==> src/rtl/std_fifo_wrr_scheduler.sv <==
`default_nettype none
// ============================================================================
// Module   : std_fifo_wrr_scheduler
// Purpose  : Weighted round-robin drain of N std_fifo queues onto one
//            registered valid/ready stream, at most one pop per cycle.
// Revision : 1.0
// ============================================================================
module std_fifo_wrr_scheduler #(
    parameter int  N            = 4,
    parameter int  WIDTH        = 8,
    parameter type TYPE         = logic [WIDTH-1:0],
    parameter int  WEIGHT_WIDTH = 4,
    localparam int SRC_WIDTH    = $clog2(N)
) (
    input  logic                      i_clk,
    input  logic                      i_rst,
    input  logic                      i_clear,
    input  logic [N*WEIGHT_WIDTH-1:0] i_weight,
    input  logic [N-1:0]              i_fifo_empty,
    input  TYPE                       i_fifo_data [N],
    output logic [N-1:0]              o_fifo_pop,
    output logic                      o_valid,
    input  logic                      i_ready,
    output TYPE                       o_data,
    output logic [SRC_WIDTH-1:0]      o_source
);

    localparam logic [SRC_WIDTH-1:0] C_GRANT_RST = SRC_WIDTH'(N - 1);

    logic [SRC_WIDTH-1:0]    r_grant;
    logic [WEIGHT_WIDTH-1:0] r_credit;
    logic                    r_valid;
    TYPE                     r_data;
    logic [SRC_WIDTH-1:0]    r_source;

    logic                    w_le;
    logic                    w_stay;
    logic                    w_found;
    logic                    w_pop_en;
    logic [SRC_WIDTH-1:0]    w_sel;
    logic [SRC_WIDTH-1:0]    w_cand;
    logic [WEIGHT_WIDTH-1:0] w_reload;
    logic [WEIGHT_WIDTH-1:0] w_weight [N];

    genvar gi;
    generate
        for (gi = 0; gi < N; gi++) begin : g_weight
            assign w_weight[gi] = i_weight[gi*WEIGHT_WIDTH +: WEIGHT_WIDTH];
        end
    endgenerate

    always_comb begin
        w_le     = !r_valid || i_ready;
        w_stay   = !i_fifo_empty[r_grant] && (r_credit != '0);
        w_sel    = r_grant;
        w_found  = w_stay;
        w_cand   = r_grant;
        if (!w_stay) begin
            // Walk downward so the nearest queue after the grant wins; the
            // grant itself (k = N) has the lowest priority.
            for (int k = N; k >= 1; k--) begin
                w_cand = SRC_WIDTH'((int'(r_grant) + k) % N);
                if (!i_fifo_empty[w_cand]) begin
                    w_sel   = w_cand;
                    w_found = 1'b1;
                end
            end
        end
        w_reload = (w_weight[w_sel] == '0) ? '0 : w_weight[w_sel] - WEIGHT_WIDTH'(1);
        w_pop_en = i_rst && w_le && !i_clear && w_found;
    end

    generate
        for (gi = 0; gi < N; gi++) begin : g_pop
            assign o_fifo_pop[gi] = w_pop_en && (w_sel == SRC_WIDTH'(gi));
        end
    endgenerate

    always_ff @(posedge i_clk or negedge i_rst) begin
        if (!i_rst) begin
            r_grant  <= C_GRANT_RST;
            r_credit <= '0;
            r_valid  <= 1'b0;
            r_data   <= '0;
            r_source <= '0;
        end else if (i_clear) begin
            r_grant  <= C_GRANT_RST;
            r_credit <= '0;
            r_valid  <= 1'b0;
            r_data   <= '0;
            r_source <= '0;
        end else if (w_le) begin
            if (w_found) begin
                r_grant  <= w_sel;
                r_credit <= w_stay ? r_credit - WEIGHT_WIDTH'(1) : w_reload;
                r_valid  <= 1'b1;
                r_data   <= i_fifo_data[w_sel];
                r_source <= w_sel;
            end else begin
                r_valid  <= 1'b0;
            end
        end
    end

    assign o_valid  = r_valid;
    assign o_data   = r_data;
    assign o_source = r_source;

endmodule
`default_nettype wire

==> config.mk <==
export PLATFORM = sky130hd
export DESIGN_NAME = std_fifo_wrr_scheduler
export DESIGN_NICKNAME = d
export VERILOG_FILES = /design/src/rtl/std_fifo_wrr_scheduler.sv
export SDC_FILE = /design/constraint.sdc
export NUM_CORES = 1
export LEC_CHECK = 0
export CORE_MARGIN = 10
export CORE_UTILIZATION = 38
export CTS_CLUSTER_DIAMETER = 80
export DETAILED_ROUTE_END_ITERATION = 16
export PLACE_DENSITY = 0.73
export SYNTH_ARGS = -nofsm -noshare
export SYNTH_HDL_FRONTEND = slang
export SYNTH_SLANG_ARGS = --single-unit
export TNS_END_PERCENT = 10
==> constraint.sdc <==
create_clock -name i_clk -period 5.5 [get_ports i_clk]
set_input_delay 1.1 -clock i_clk [delete_from_list [all_inputs] [get_ports i_clk]]
set_output_delay 1.1 -clock i_clk [all_outputs]
set_load 0.01 [all_outputs]
# == Word-level counts from Yosys, hierarchy flattened ==
# Cells that the tools add are included.
# classes
addsub,6
magnitude_cmp,6
eq_ne,3
muxes,41
n_bitwise,1
n_reduce_logical,18
# op_table
cell,count
8-bit two-way mux,5
4-bit two-way mux,7
2-bit two-way mux,9
8-bit binary-select mux with 2-bit select,1
"2-bit by 3-bit < comparator with 1-bit output, second input constant",5
1-bit two-way mux,13
1-bit binary-select mux with 2-bit select,5
4-bit binary-select mux with 2-bit select,1
1-bit logical AND,8
"4-bit by 1-bit subtractor with 4-bit output, second input constant",2
"2-bit by 1-bit adder with 2-bit output, second input constant",2
"2-bit adder, second input constant",2
"2-bit == test, second input constant",2
4-bit logical NOT,1
2-bit nonzero test,2
4-bit nonzero test,1
"3-bit greater-or-equal comparator, second input constant",1
1-bit logical NOT,3
2-bit NOT with 3-bit output,1
"2-bit by 1-bit == test with 1-bit output, second input constant",1
2-bit logical NOT,1
2-bit AND reduction,1
1-bit logical OR,1
# word_totals
ff_bits,17
input_bits,56
output_inout_bits,15
wordCells,80

# == Longest topological paths before layout ==
# Gate-level depths: netlist (run 1).
# logic_depth
ltp_word,18
ltp_mapped,11

# == Worst setup path before layout (run 1) ==
# OpenSTA, ideal clock, no wires.
# synth_path
kind,input -> output
from,in i_fifo_empty[3]
to,out o_fifo_pop[0]
t_arrival_ns,2.772
path_slack_ns,1.628
cell_stages,7
path_buffers,2
path_cell_list,mux4_2 -> or2_4 -> buf_2 -> a22oi_2 -> buf_2 -> nand3_1 -> nor2_1
# synth_via
elab_chain_len,9
elab_cells_between_ends,25
classes_between,mux (20); reduce/logical (5)
# synth_lines
element,line,source
"start, declared",19,"input logic [N-1:0] i_fifo_empty,"
1-bit binary-select mux with 2-bit select,63,if (!i_fifo_empty[w_cand]) begin
1-bit two-way mux (implied by the code),63,
2-bit two-way mux / 1-bit two-way mux (equally long branches) (4 in series),63,
2-bit two-way mux / 1-bit two-way mux (equally long branches),58,if (!w_stay) begin
2-bit logical NOT / 1-bit logical AND (equally long branches),"75, 70",
1-bit logical AND *,75,assign o_fifo_pop[gi] = w_pop_en && (w_sel == SRC_WIDTH'(gi));
"end, declared",21,"output logic [N-1:0] o_fifo_pop,"
# Mark *: on every way between the ends. The rest lies on a longest branch, timed or not. The select of a mux whose other input is x is not followed.

# == Worst setup path after layout (run 1) ==
# layout_path
from,in i_fifo_empty[3]
to,out o_fifo_pop[1]
# layout_via
elab_chain_len,9
elab_cells_between_ends,25
classes_between,eq/ne (1); mux (20); reduce/logical (4)
# layout_lines
element,line
1-bit binary-select mux with 2-bit select,63
1-bit two-way mux (implied by the code),63
2-bit two-way mux / 1-bit two-way mux (equally long branches) (4 in series),63
2-bit two-way mux / 1-bit two-way mux (equally long branches),58
2-bit by 1-bit == test with 1-bit output / 1-bit logical AND (equally long branches),"75, 70"
1-bit logical AND *,75
# Marks and branches as above.

==> impl_metrics.toml, run 1 <==
[setup_path]
r2r_end = "o_data[3]"
crit_fanout = 19
worstReg2RegStart = "r_grant[0]"
r2r_slack_ns = 2.22
path_cells = "clkdlybuf4s50_1, mux4_2, nor2_2, nor4_4, nor2_4, nor2_1, clkdlybuf4s50_1"
cp_common_cell = "clkdlybuf4s50_1"
cp-start-kind = "input port"
arrival_ns = 3.81
cp-end-kind = "output pin"
rr_worst_depth = 6
critical-path-top-delay-family = "simple AND/OR/NAND/NOR gates"
cp_slowest_stage_delay_ns = 0.59
worst-setup-path-type = "in2out"
cp.buffers_inverters = 2
crit_required_ns = 4.40
slowest_stage = "mux4_2"

[routing]
first_iter_violations = 141
viasPerCell = 5.904
dr.max_layer_used = "met4"
drcViolationCount = 0
routed-wl-met2_um = 2823
vias = 1789
dr.pass1.iters = 4
met1_length_um = 2372
ant_nets = 0
routedWlPerCell_um = 18.50
route.met3.wl_um = 356
wirelength_um = 5605

[die]
start_util_pct = 38.97
core-area_um2 = 4354
die_x_um = 86.82
rows = 24
ios = 71
die_h_um = 86.82
die_area_um2 = 7538

[clock_network]
ctsResizeCount = 0
ctsHoldBuffers = 0
clk-insertion-delay-late_ns = 0.25
cts_made_buffers = 3
clk_path_buf_depth = 2
postCtsSetupBuffers = 0
root_buffer = "clkbuf_8"
cts_tree = "yes"
cts_num_sinks = 17
htree_levels = 1
clkTransAtPathRegs_ns = 0.06

[sta]
rsz0062_at_grt = "no"
maxSlewHeadroom_pct = 54.36
finalCritPeriodShare_pct = 89.33
worstMarginPinSlew_ns = 0.6821
hold_violations = 0
tns_ns = 0
period_needed_ns = 4.913
drv_slew = 0
clock_skew_ns = 0.0007883
setup_viol_count_final = 0
fmax_mhz = 203.5

[finish]
final_nets = 309
drive_gt1_share_pct = 9.163
utilization_pct = 56.72
synthToLayoutAreaGrowth_pct = 45.58
diodes = 0
final_cells = 303

[synth]
synth_fa_ha_area_share_pct = 0.7375
synth_top_family_by_area = "simple AND/OR/NAND/NOR gates"
yosys.area_share.simple_pct = 28.32
ys_ff_latch = 17
syn_nets = 241
synth_xor_area_share_pct = 0.5162
synthCells = 184
yosys.cell_types.count = 55
synth_area_um2 = 1697
ys_warn_count = 0
ys_seq_area_share_pct = 25.22
muxShareOfSynthArea_pct = 16.67
avgSynthCellArea_um2 = 9.221
synthArstFlopShare_pct = 100.0
synth_edf_count = 0
synth_compound_area_share_pct = 23.67
ys.flop_type = "dfrtp_1"

[power]
power.leakage_nw = 0.9503
irDropWorstVdd_uv = 170.4
powerDensity_nw_per_um2 = 440.1

[flow_run]
cap_violations = 0

[hold_path]
hold_end = "o_data[2]"
hold_start = "o_data[2]"
min_path_type = "reg2reg"
hold_depth = 1

[global_route]
grt_pass1_vias = 1795
grt_pass1_wl_um = 8928
grt_use_total_pct = 14.48
grt_max_degree = 20
grt_overflow = 0
antenna_found_initial = 0

[placed_design]
io_buffers = 70
dpl.cell_count = 299
gp_congestion = 0.8665
dp_hpwl_um = 4563

[run_status]
status = "finished, final reports clean"
==> cell families (layout without fill, tap and decap cells) <==
family                     after synthesis  in the layout
AOI/OAI and AO/OA                       49             49
xor gates and xnor gates                 1              1
adders and majority gates                1              1
buffers and inverters                   15             82
DFF                                     17             17
muxes                                   15             15
and+or+nand+nor                         86             86
==> where the power goes <==
| group | switching (W) | internal, W | leakage, nW |
|---|---|---|---|
| Sequential | 0.0000485 | 0.000173 | 0.216 |
| Clock | 0.0000410 | 0.0000514 | 0.0228 |
| Combinational | 0.000393 | 0.000380 | 0.712 |
| Total | 0.000483 | 0.000605 | 0.950 |
==> state kept, by name (all words and copies together), names as in the netlist <==
| signal | count |
|---|---|
| o_valid | 1 |
| r_credit | 4 |
| o_data | 8 |
| r_grant | 2 |
| o_source | 2 |
==> Yosys cell counts, drive strengths merged, types with 2 or more instances <==
| master | instances | area, µm² |
|---|---|---|
| nor2 | 22 | 92.59 |
| nand2 | 16 | 60.06 |
| dfrtp | 15 | 375.4 |
| nor3 | 10 | 50.05 |
| o21ai | 10 | 50.05 |
| a22o | 9 | 78.83 |
| mux4 | 9 | 221.5 |
| nor4 | 7 | 58.81 |
| buf | 6 | 48.79 |
| nand3 | 6 | 30.03 |
| a211oi | 5 | 37.54 |
| clkbuf | 5 | 18.77 |
| mux2i | 5 | 50.05 |
| nor3b | 5 | 37.54 |
| a21oi | 4 | 20.02 |
| a31oi | 4 | 40.04 |
| inv | 4 | 15.01 |
| a2111oi | 3 | 51.30 |
| nand4 | 3 | 18.77 |
| or3 | 3 | 18.77 |
| dfstp | 2 | 52.55 |
| nand2b | 2 | 12.51 |
| nand3b | 2 | 15.01 |
| nand4b | 2 | 17.52 |
| o211a | 2 | 20.02 |
| o221ai | 2 | 17.52 |
| or2 | 2 | 15.02 |
==> cell type report <==
cell class | count | area (µm²)
Clock buffer | 4 | 45.04
Multi-Input combinational cell | 152 | 1186
Inverter | 4 | 15.01
Tap cell | 52 | 65.06
Fill cell | 399 | 1884
Sequential cell | 17 | 427.9
Timing Repair Buffer | 74 | 730.7
==> cell usage in the layout (no fill, tap or decap), types with 2 or more instances in the layout <==
| cell | count |
|---|---|
| clkdlybuf4s50_1 | 70 |
| nor2_1 | 20 |
| nand2_1 | 16 |
| dfrtp_1 | 15 |
| o21ai_0 | 10 |
| nor3_1 | 10 |
| a22o_1 | 9 |
| nand3_1 | 6 |
| nor4_1 | 6 |
| nor3b_1 | 5 |
| a211oi_1 | 5 |
| mux2i_1 | 5 |
| mux4_1 | 5 |
| inv_1 | 4 |
| mux4_2 | 4 |
| a21oi_1 | 4 |
| buf_4 | 4 |
| nand4_1 | 3 |
| a31oi_1 | 3 |
| or3_1 | 3 |
| clkbuf_8 | 3 |
| nand3b_1 | 2 |
| nand4b_1 | 2 |
| o221ai_1 | 2 |
| nand2b_1 | 2 |
| o211a_1 | 2 |
| dfstp_2 | 2 |
==> worst max-delay path by stage <==
stage / startpoint / to / slack [ns] / depth (start not counted)
2_1_floorplan: i_fifo_empty[3] / o_fifo_pop[0] / 1.63 / 7
3_3_place_gp: i_fifo_empty[3] / o_fifo_pop[3] / 0.66 / 7
3_5_place_dp: i_fifo_empty[3] / o_fifo_pop[1] / 0.63 / 7
4_1_cts: i_fifo_empty[3] / o_fifo_pop[1] / 0.59 / 7
5_1_grt: i_fifo_empty[3] / o_fifo_pop[1] / 0.42 / 7
6_report: i_fifo_empty[3] / o_fifo_pop[1] / 0.59 / 7
==> through the flow <==
step,worst slack (ns),power [W],hold slack [ns],area (µm²)
6_report,0.5870,0.001087,0.5067,2470
5_1_grt,0.4153,0.001168,0.5197,2470
4_1_cts,0.5948,0.001090,0.5069,2470
3_5_place_dp,0.6285,0.0009939,0.4900,2425
3_3_place_gp,0.6631,0.0009791,0.4880,2425
2_1_floorplan,1.628,0.0007874,0.5326,1697
==> routing by layer <==
| layer | vias up | global-route usage, % |
|---|---|---|
| li1 | 868 | - |
| met1 | 858 | 18.20 |
| met2 | 57 | 24.32 |
| met3 | 6 | 3.283 |
| met4 | 0 | 3.387 |
| met5 | - | 0 |
(Power assumes the default switching activity.)
==> inputs of run 2 (changes only) <==
Settings changed: TNS_END_PERCENT 10 to 20.
Clock period 5.5 ns to 5.8 ns, I/O delays scaled along.
==> run 2 against run 1 <==
  * Clock skew up 0.00056 ns
  * Highest routed layer unchanged
  * Critical path depth unchanged
  * Non-clock buffer count stayed put
  * Routed wire length down 3.4%
  * Largest cell class unchanged
==> impl_metrics.toml, run 2 (same netlist as run 1, synthesis figures left out) <==
[run_status]
status = "finished, final reports clean"

[die]
core-area_um2 = 4354
die_area_um2 = 7538
ios = 71
die_x_um = 86.82
die_h_um = 86.82
rows = 24
start_util_pct = 38.97

[global_route]
grt_pass1_wl_um = 8680
grt_pass1_vias = 1765
grt_max_degree = 20
met1_usage_pct = 18.68
grt_overflow = 0
grt_util_met2_pct = 22.05
met3_usage_pct = 3.189
busiest_layer = "met2"
grt_use_total_pct = 13.97
antenna_found_initial = 0

[finish]
layout_commonest_cell = "clkdlybuf4s50_1"
utilization_pct = 56.72
layout_common_cells = "clkdlybuf4s50_1 (70), nor2_1 (20), nand2_1 (16)"
diodes = 0
drive_gt1_share_pct = 9.163
multi_input_area_um2 = 1186
synthToLayoutAreaGrowth_pct = 45.58
seq_area_um2 = 427.9
largest_reg_flops = 8
stdcell_area_um2 = 2470
fill_cells = 388
final_nets = 309

[sta]
fmax_mhz = 198.9
whs_ns = 0.4995
tns_ns = 0
rsz0062_at_grt = "no"
worstMarginPinSlew_ns = 0.6397
setup_viol_count_final = 0
finalCritPeriodShare_pct = 86.67
maxSlewHeadroom_pct = 57.20
period_needed_ns = 5.027
drv_slew = 0
hold_violations = 0
clock_skew_ns = 0.001351

[placed_design]
dp_hpwl_um = 4328
io_buffers = 70
gp_congestion = 0.8607
post_dp_cell_area_um2 = 2425

[clock_network]
root_buffer = "clkbuf_8"
clkTransAtPathRegs_ns = 0.06
clk-insertion-delay-late_ns = 0.25
ctsResizeCount = 0
clk_path_buf_depth = 2
cts_tree = "yes"
postCtsSetupBuffers = 0
cts_made_buffers = 3
cts_num_sinks = 17
ctsHoldBuffers = 0
htree_levels = 1

[setup_path]
cp-end-kind = "output pin"
cp-start-kind = "input port"
crit_fanout = 11
arrival_ns = 3.87
crit_required_ns = 4.64
worst-setup-path-type = "in2out"

[routing]
vias = 1807
routedWlPerCell_um = 17.87
ant_nets = 0
drcViolationCount = 0
wirelength_um = 5416
dr.pass1.iters = 4
first_iter_violations = 176
viasPerCell = 5.964

[flow_run]
cap_violations = 0

[power]
power.leakage_nw = 0.9503
finalPower_w = 0.001026
powerDensity_nw_per_um2 = 415.2
irDropWorstVdd_uv = 175.6

[hold_path]
min_path_type = "reg2reg"
-- run 2: metrics by stage --
stage	instances	worst slack, ns
floorplan	184	1.808
global placement	299	0.8418
detailed placement	299	0.7961
CTS	303	0.7764
global route	303	0.5732
finish	303	0.7729
-- run 2: worst paths after layout --
check                                 from            end  slack [ns]  cells after the start
hold reg to reg                  o_data[6]      o_data[6]        0.50                      1
setup reg to reg                r_grant[0]      o_data[6]        2.53                      6
min in group asynchronous            i_rst      o_data[6]        1.24                      2
max in group asynchronous            i_rst     r_grant[0]        4.31                      2
hold / removal                   o_data[6]      o_data[6]        0.50                      1
setup / recovery           i_fifo_empty[3]  o_fifo_pop[0]        0.77                      7
-- run 2: cell type report --
| type | count | share of cell area (%) |
|---|---|---|
| multi-input combinational | 152 | 48.02 |
| timing repair buffer | 74 | 29.58 |
| sequential | 17 | 17.33 |
| tap | 52 | 2.634 |
| clock buffer | 4 | 1.824 |
| inverter | 4 | 0.6079 |
-- run 2: critical path, cell delays in order --
cell and delay, ns:
clkdlybuf4s50_1 0.53, mux4_2 0.59, or2_4 0.35, a31oi_4 0.29, or2_1 0.35, nor2_1 0.10
clkdlybuf4s50_1 0.50
-- run 2: layer usage --
layer | wire (µm) | up-vias
met2 | 2718 | 47
met3 | 267 | 2
li1 | - | 868
met1 | 2400 | 890
met5 | 0 | -
met4 | 29 | 0
-- run 2: where the power goes --
| group | internal [W] | switching (W) | leakage (nW) | total, W |
|---|---|---|---|---|
| logic | 0.000360 | 0.000369 | 0.712 | 0.000729 |
| registers | 0.000164 | 0.0000463 | 0.216 | 0.000210 |
| clock network | 0.0000487 | 0.0000376 | 0.0228 | 0.0000863 |
==> inputs of run 3 (changes only) <==
Settings changed: CORE_UTILIZATION 38 to 47, PLACE_DENSITY 0.73 to 0.87.
==> run 3 against run 2 <==
  * Core utilization grew 15 points
  * Setup slack gained 0.036 ns
  * Critical endpoint is now o_fifo_pop[3]
  * Critical path type unchanged
  * Routed wire length fell by 8.9%
==> impl_metrics.toml, run 3 (same netlist as run 1, synthesis figures left out) <==
[power]
seq_power_share_pct = 21.2
combPwrFrac_pct = 72.6
swShare_pct = 44.35
clock_power_share_pct = 6.2
irDropWorstVdd_uv = 323.2
power.internal_w = 0.0005487
power.switching_w = 0.0004374
power.leakage_nw = 0.9453
powerDensity_nw_per_um2 = 403.4

[global_route]
grt_overflow = 0
grt_max_degree = 20
antenna_found_initial = 0
grt_pass1_wl_um = 8107
grt_use_total_pct = 15.47
grt_pass1_vias = 1655

[sta]
period_needed_ns = 4.991
fin_ws_ns = 0.8089
tns_ns = 0
finalCritPeriodShare_pct = 86.05
maxSlewHeadroom_pct = 59.71
rsz0062_at_grt = "no"
whs_ns = 0.5046
hold_violations = 0
fmax_mhz = 200.4
drv_slew = 0
worstMarginPinSlew_ns = 0.6029
clock_skew_ns = 0.001663
setup_viol_count_final = 0

[finish]
largest_reg_flops = 8
layout_common_cells = "clkdlybuf4s50_1 (70), nor2_1 (20), nand2_1 (16)"
diodes = 0
stdcell_area_um2 = 2445
final_cells = 297
drive_gt1_share_pct = 9.562
layout_commonest_cell = "clkdlybuf4s50_1"
final_nets = 309
fill_cells = 278
synthToLayoutAreaGrowth_pct = 44.10

[clock_network]
cts_tree = "yes"
cts_num_sinks = 17
root_buffer = "clkbuf_4"
postCtsSetupBuffers = 0
ctsResizeCount = 0
clk_path_buf_depth = 2
ctsHoldBuffers = 0
cts_made_buffers = 3
htree_levels = 1
clk-insertion-delay-late_ns = 0.29
clkTransAtPathRegs_ns = 0.09

[routing]
ant_nets = 0
dr.pass1.iters = 4
first_iter_violations = 102
routedWlPerCell_um = 16.61
drcViolationCount = 0
viasPerCell = 5.926
vias = 1760
wirelength_um = 4932

[die]
ios = 71
rows = 21
die_h_um = 80.08
core-area_um2 = 3416
die_area_um2 = 6413
start_util_pct = 49.67
die_x_um = 80.08

[placed_design]
preCtsSetupSlack_ns = 0.8301
post_dp_cell_area_um2 = 2417
gp_congestion = 0.9694
dp_hpwl_um = 4092
dpl.cell_count = 293
io_buffers = 70

[setup_path]
crit_fanout = 19
cp-end-kind = "output pin"
arrival_ns = 3.83
cp-start-kind = "input port"
crit_required_ns = 4.64
worst-setup-path-type = "in2out"

[run_status]
status = "finished, final reports clean"

[flow_run]
cap_violations = 0

[hold_path]
min_path_type = "reg2reg"
run 3: changes by cell type in the layout (fill, tap and decap cells not counted):
cell and delta:
clkbuf_4 +3, clkbuf_8 -3, clkbuf_1 -1, clkinv_2 +1
run 3: final cells by class:
cell class	count	area (µm²)	area share, %
Clock buffer	3	22.52	0.9212
Tap cell	46	57.56	2.354
Multi-Input combinational cell	152	1186	48.52
Clock inverter	1	5.005	0.2047
Timing Repair Buffer	74	730.7	29.89
Sequential cell	17	427.9	17.50
Inverter	4	15.01	0.6141
run 3: power groups by stage:
stage          registers [W]  clock network [W]  logic (W)
2_1_floorplan       0.000199                  0   0.000548
3_3_place_gp        0.000210                  0   0.000705
3_5_place_dp        0.000211                  0   0.000714
4_1_cts             0.000209          0.0000628   0.000716
5_1_grt             0.000220          0.0000694   0.000781
6_report            0.000209          0.0000607   0.000716
run 3: worst paths after layout:
kind | slack [ns] | startpoint | cells past startpoint | to
setup / recovery | 0.81 | i_fifo_empty[3] | 7 | o_fifo_pop[3]
hold / removal | 0.50 | o_data[6] | 1 | o_data[6]
setup reg to reg | 2.58 | r_grant[0] | 6 | o_data[3]
hold reg to reg | 0.50 | o_data[6] | 1 | o_data[6]
max in group asynchronous | 4.35 | i_rst | 2 | r_grant[1]
min in group asynchronous | 1.20 | i_rst | 2 | o_valid
run 3: per-layer routing:
layer  share of wire (%)  track usage [%]
met1                  42            20.21
met2                  48            24.00
met3                 8.5            5.011
met4                 1.2            3.873
met5                   0                0
run 3: stage by stage:
stage / utilization [%] / power (W)
finish: 71.58 / 0.0009862
global route: 71.58 / 0.001070
CTS: 71.58 / 0.0009881
detailed placement: 70.77 / 0.0009249
global placement: 70.77 / 0.0009158
floorplan: - / 0.0007467
run 3: worst max-delay path: stages:
cell and delay, ns:
clkdlybuf4s50_1 0.53, mux4_2 0.58, nor2_2 0.31, nor4_4 0.14, nor2_4 0.49, nor2_1 0.11, clkdlybuf4s50_1 0.50
==> edit: new RTL, flow settings as in run 3 <==
`WIDTH`: 8 -> 6.
--- a/src/rtl/std_fifo_wrr_scheduler.sv
+++ b/src/rtl/std_fifo_wrr_scheduler.sv
@@ -9,3 +9,3 @@
     parameter int  N            = 4,
-    parameter int  WIDTH        = 8,
+    parameter int  WIDTH        = 6,
     parameter type TYPE         = logic [WIDTH-1:0],
Ports: changed (resized i_fifo_data and o_data); port bits go from 71 to 61. The function was not compared with the original's and may differ.
==> edit against run 3 <==
Final cell count up 2.4%. Sequential cell count shrank 2. Die area is 6.6% lower. Critical path type unchanged. Synthesized cell count rose by 11%. Synthesized area is 8.7% lower. Combinational power is 1% higher. Sequential power fell by 4%. Total power rose by 0.23%. Clock skew increased by 0.0014 ns. Fmax fell by 0.16%. Worst setup slack worse by 0.0079 ns. Final area is 9.8% lower. Wire length grew 1.5%. Global-route usage increased by 0.37 points.
==> edit: results <==
{
  "largest_reg_flops": 6,
  "fill_cells": 282,
  "synth_compound_area_frac": 0.2480,
  "grt_util_met1": 0.1951,
  "wl_met1_um": 2106,
  "drive_gt1_frac": 0.07692,
  "critPathTopFamily": "buffers and inverters",
  "critical-path-max-stage-delay_ns": 0.67,
  "synth_xor_area_frac": 0.005654,
  "outcome": "finished clean",
  "met3_usage": 0.02880,
  "synthTopCellsByCount": "nand2_1 (38), nand3_1 (25), nor2_1 (16)",
  "ir_worst_vdd_v": 0.0002364,
  "finalClockSkew_ns": 0.003036,
  "grt_pass1_vias": 1664,
  "syn_to_final_growth_pct": 42.41,
  "grt_max_degree": 24,
  "gp_congestion": 0.8214,
  "grt_util_all_layers": 0.1584,
  "grt_pass1_wl_um": 8086,
  "dp_cells": 300,
  "p_sw_w": 0.0004714,
  "syn_nets": 254,
  "design_power_total_w": 0.0009885,
  "synthTopCellsByArea": "dfrtp_1 (21%), nand2_1 (9.2%), nand3_1 (8.1%), mux2i_1 (5.8%), a32o_1 (3.9%)",
  "max_slew.worst_pin.slew_ns": 0.7738,
  "slowest_stage": "clkdlybuf4s50_1",
  "grt_use_met2": 0.2717,
  "seq-power_w": 0.000201,
  "cp_max_fo": 11,
  "avgViaCountPerCell": 5.842,
  "wirelength_um": 5008,
  "pwr-share-comb": 0.732,
  "met3_length_um": 320,
  "fin_nets": 310,
  "routedWlPerCell_um": 16.47,
  "port_buffers": 60,
  "synth_fa_ha_area_frac": 0.008078
}
[edit: cell type report]
| type | instances | share of cell area |
|---|---|---|
| Clock inverter | 1 | 0.002269 |
| Tap cell | 44 | 0.02496 |
| Sequential cell | 15 | 0.1713 |
| Inverter | 3 | 0.005105 |
| Clock buffer | 3 | 0.01021 |
| Timing Repair Buffer | 65 | 0.2893 |
| Multi-Input combinational cell | 173 | 0.4969 |
[edit: worst paths after layout]
path	slack, ns	from	cells past startpoint	endpoint
max in group asynchronous	4.01	i_rst	1	o_data[1]
min	0.53	o_source[1]	2	o_source[1]
min reg2reg	0.53	o_source[1]	2	o_source[1]
max reg2reg	2.30	r_credit[1]	10	r_credit[2]
min in group asynchronous	1.30	i_rst	1	o_data[5]
max	0.80	i_fifo_empty[3]	7	o_fifo_pop[1]
[edit: worst register-to-register path: cells and delay by family, from the launching register on]
kind	cells	cell delay, ns
simple gates	5	1.95
flops	1	0.43
mux	1	0.37
buf+inv	2	0.33
fa+ha+maj	1	0.19
compound gates	1	0.16
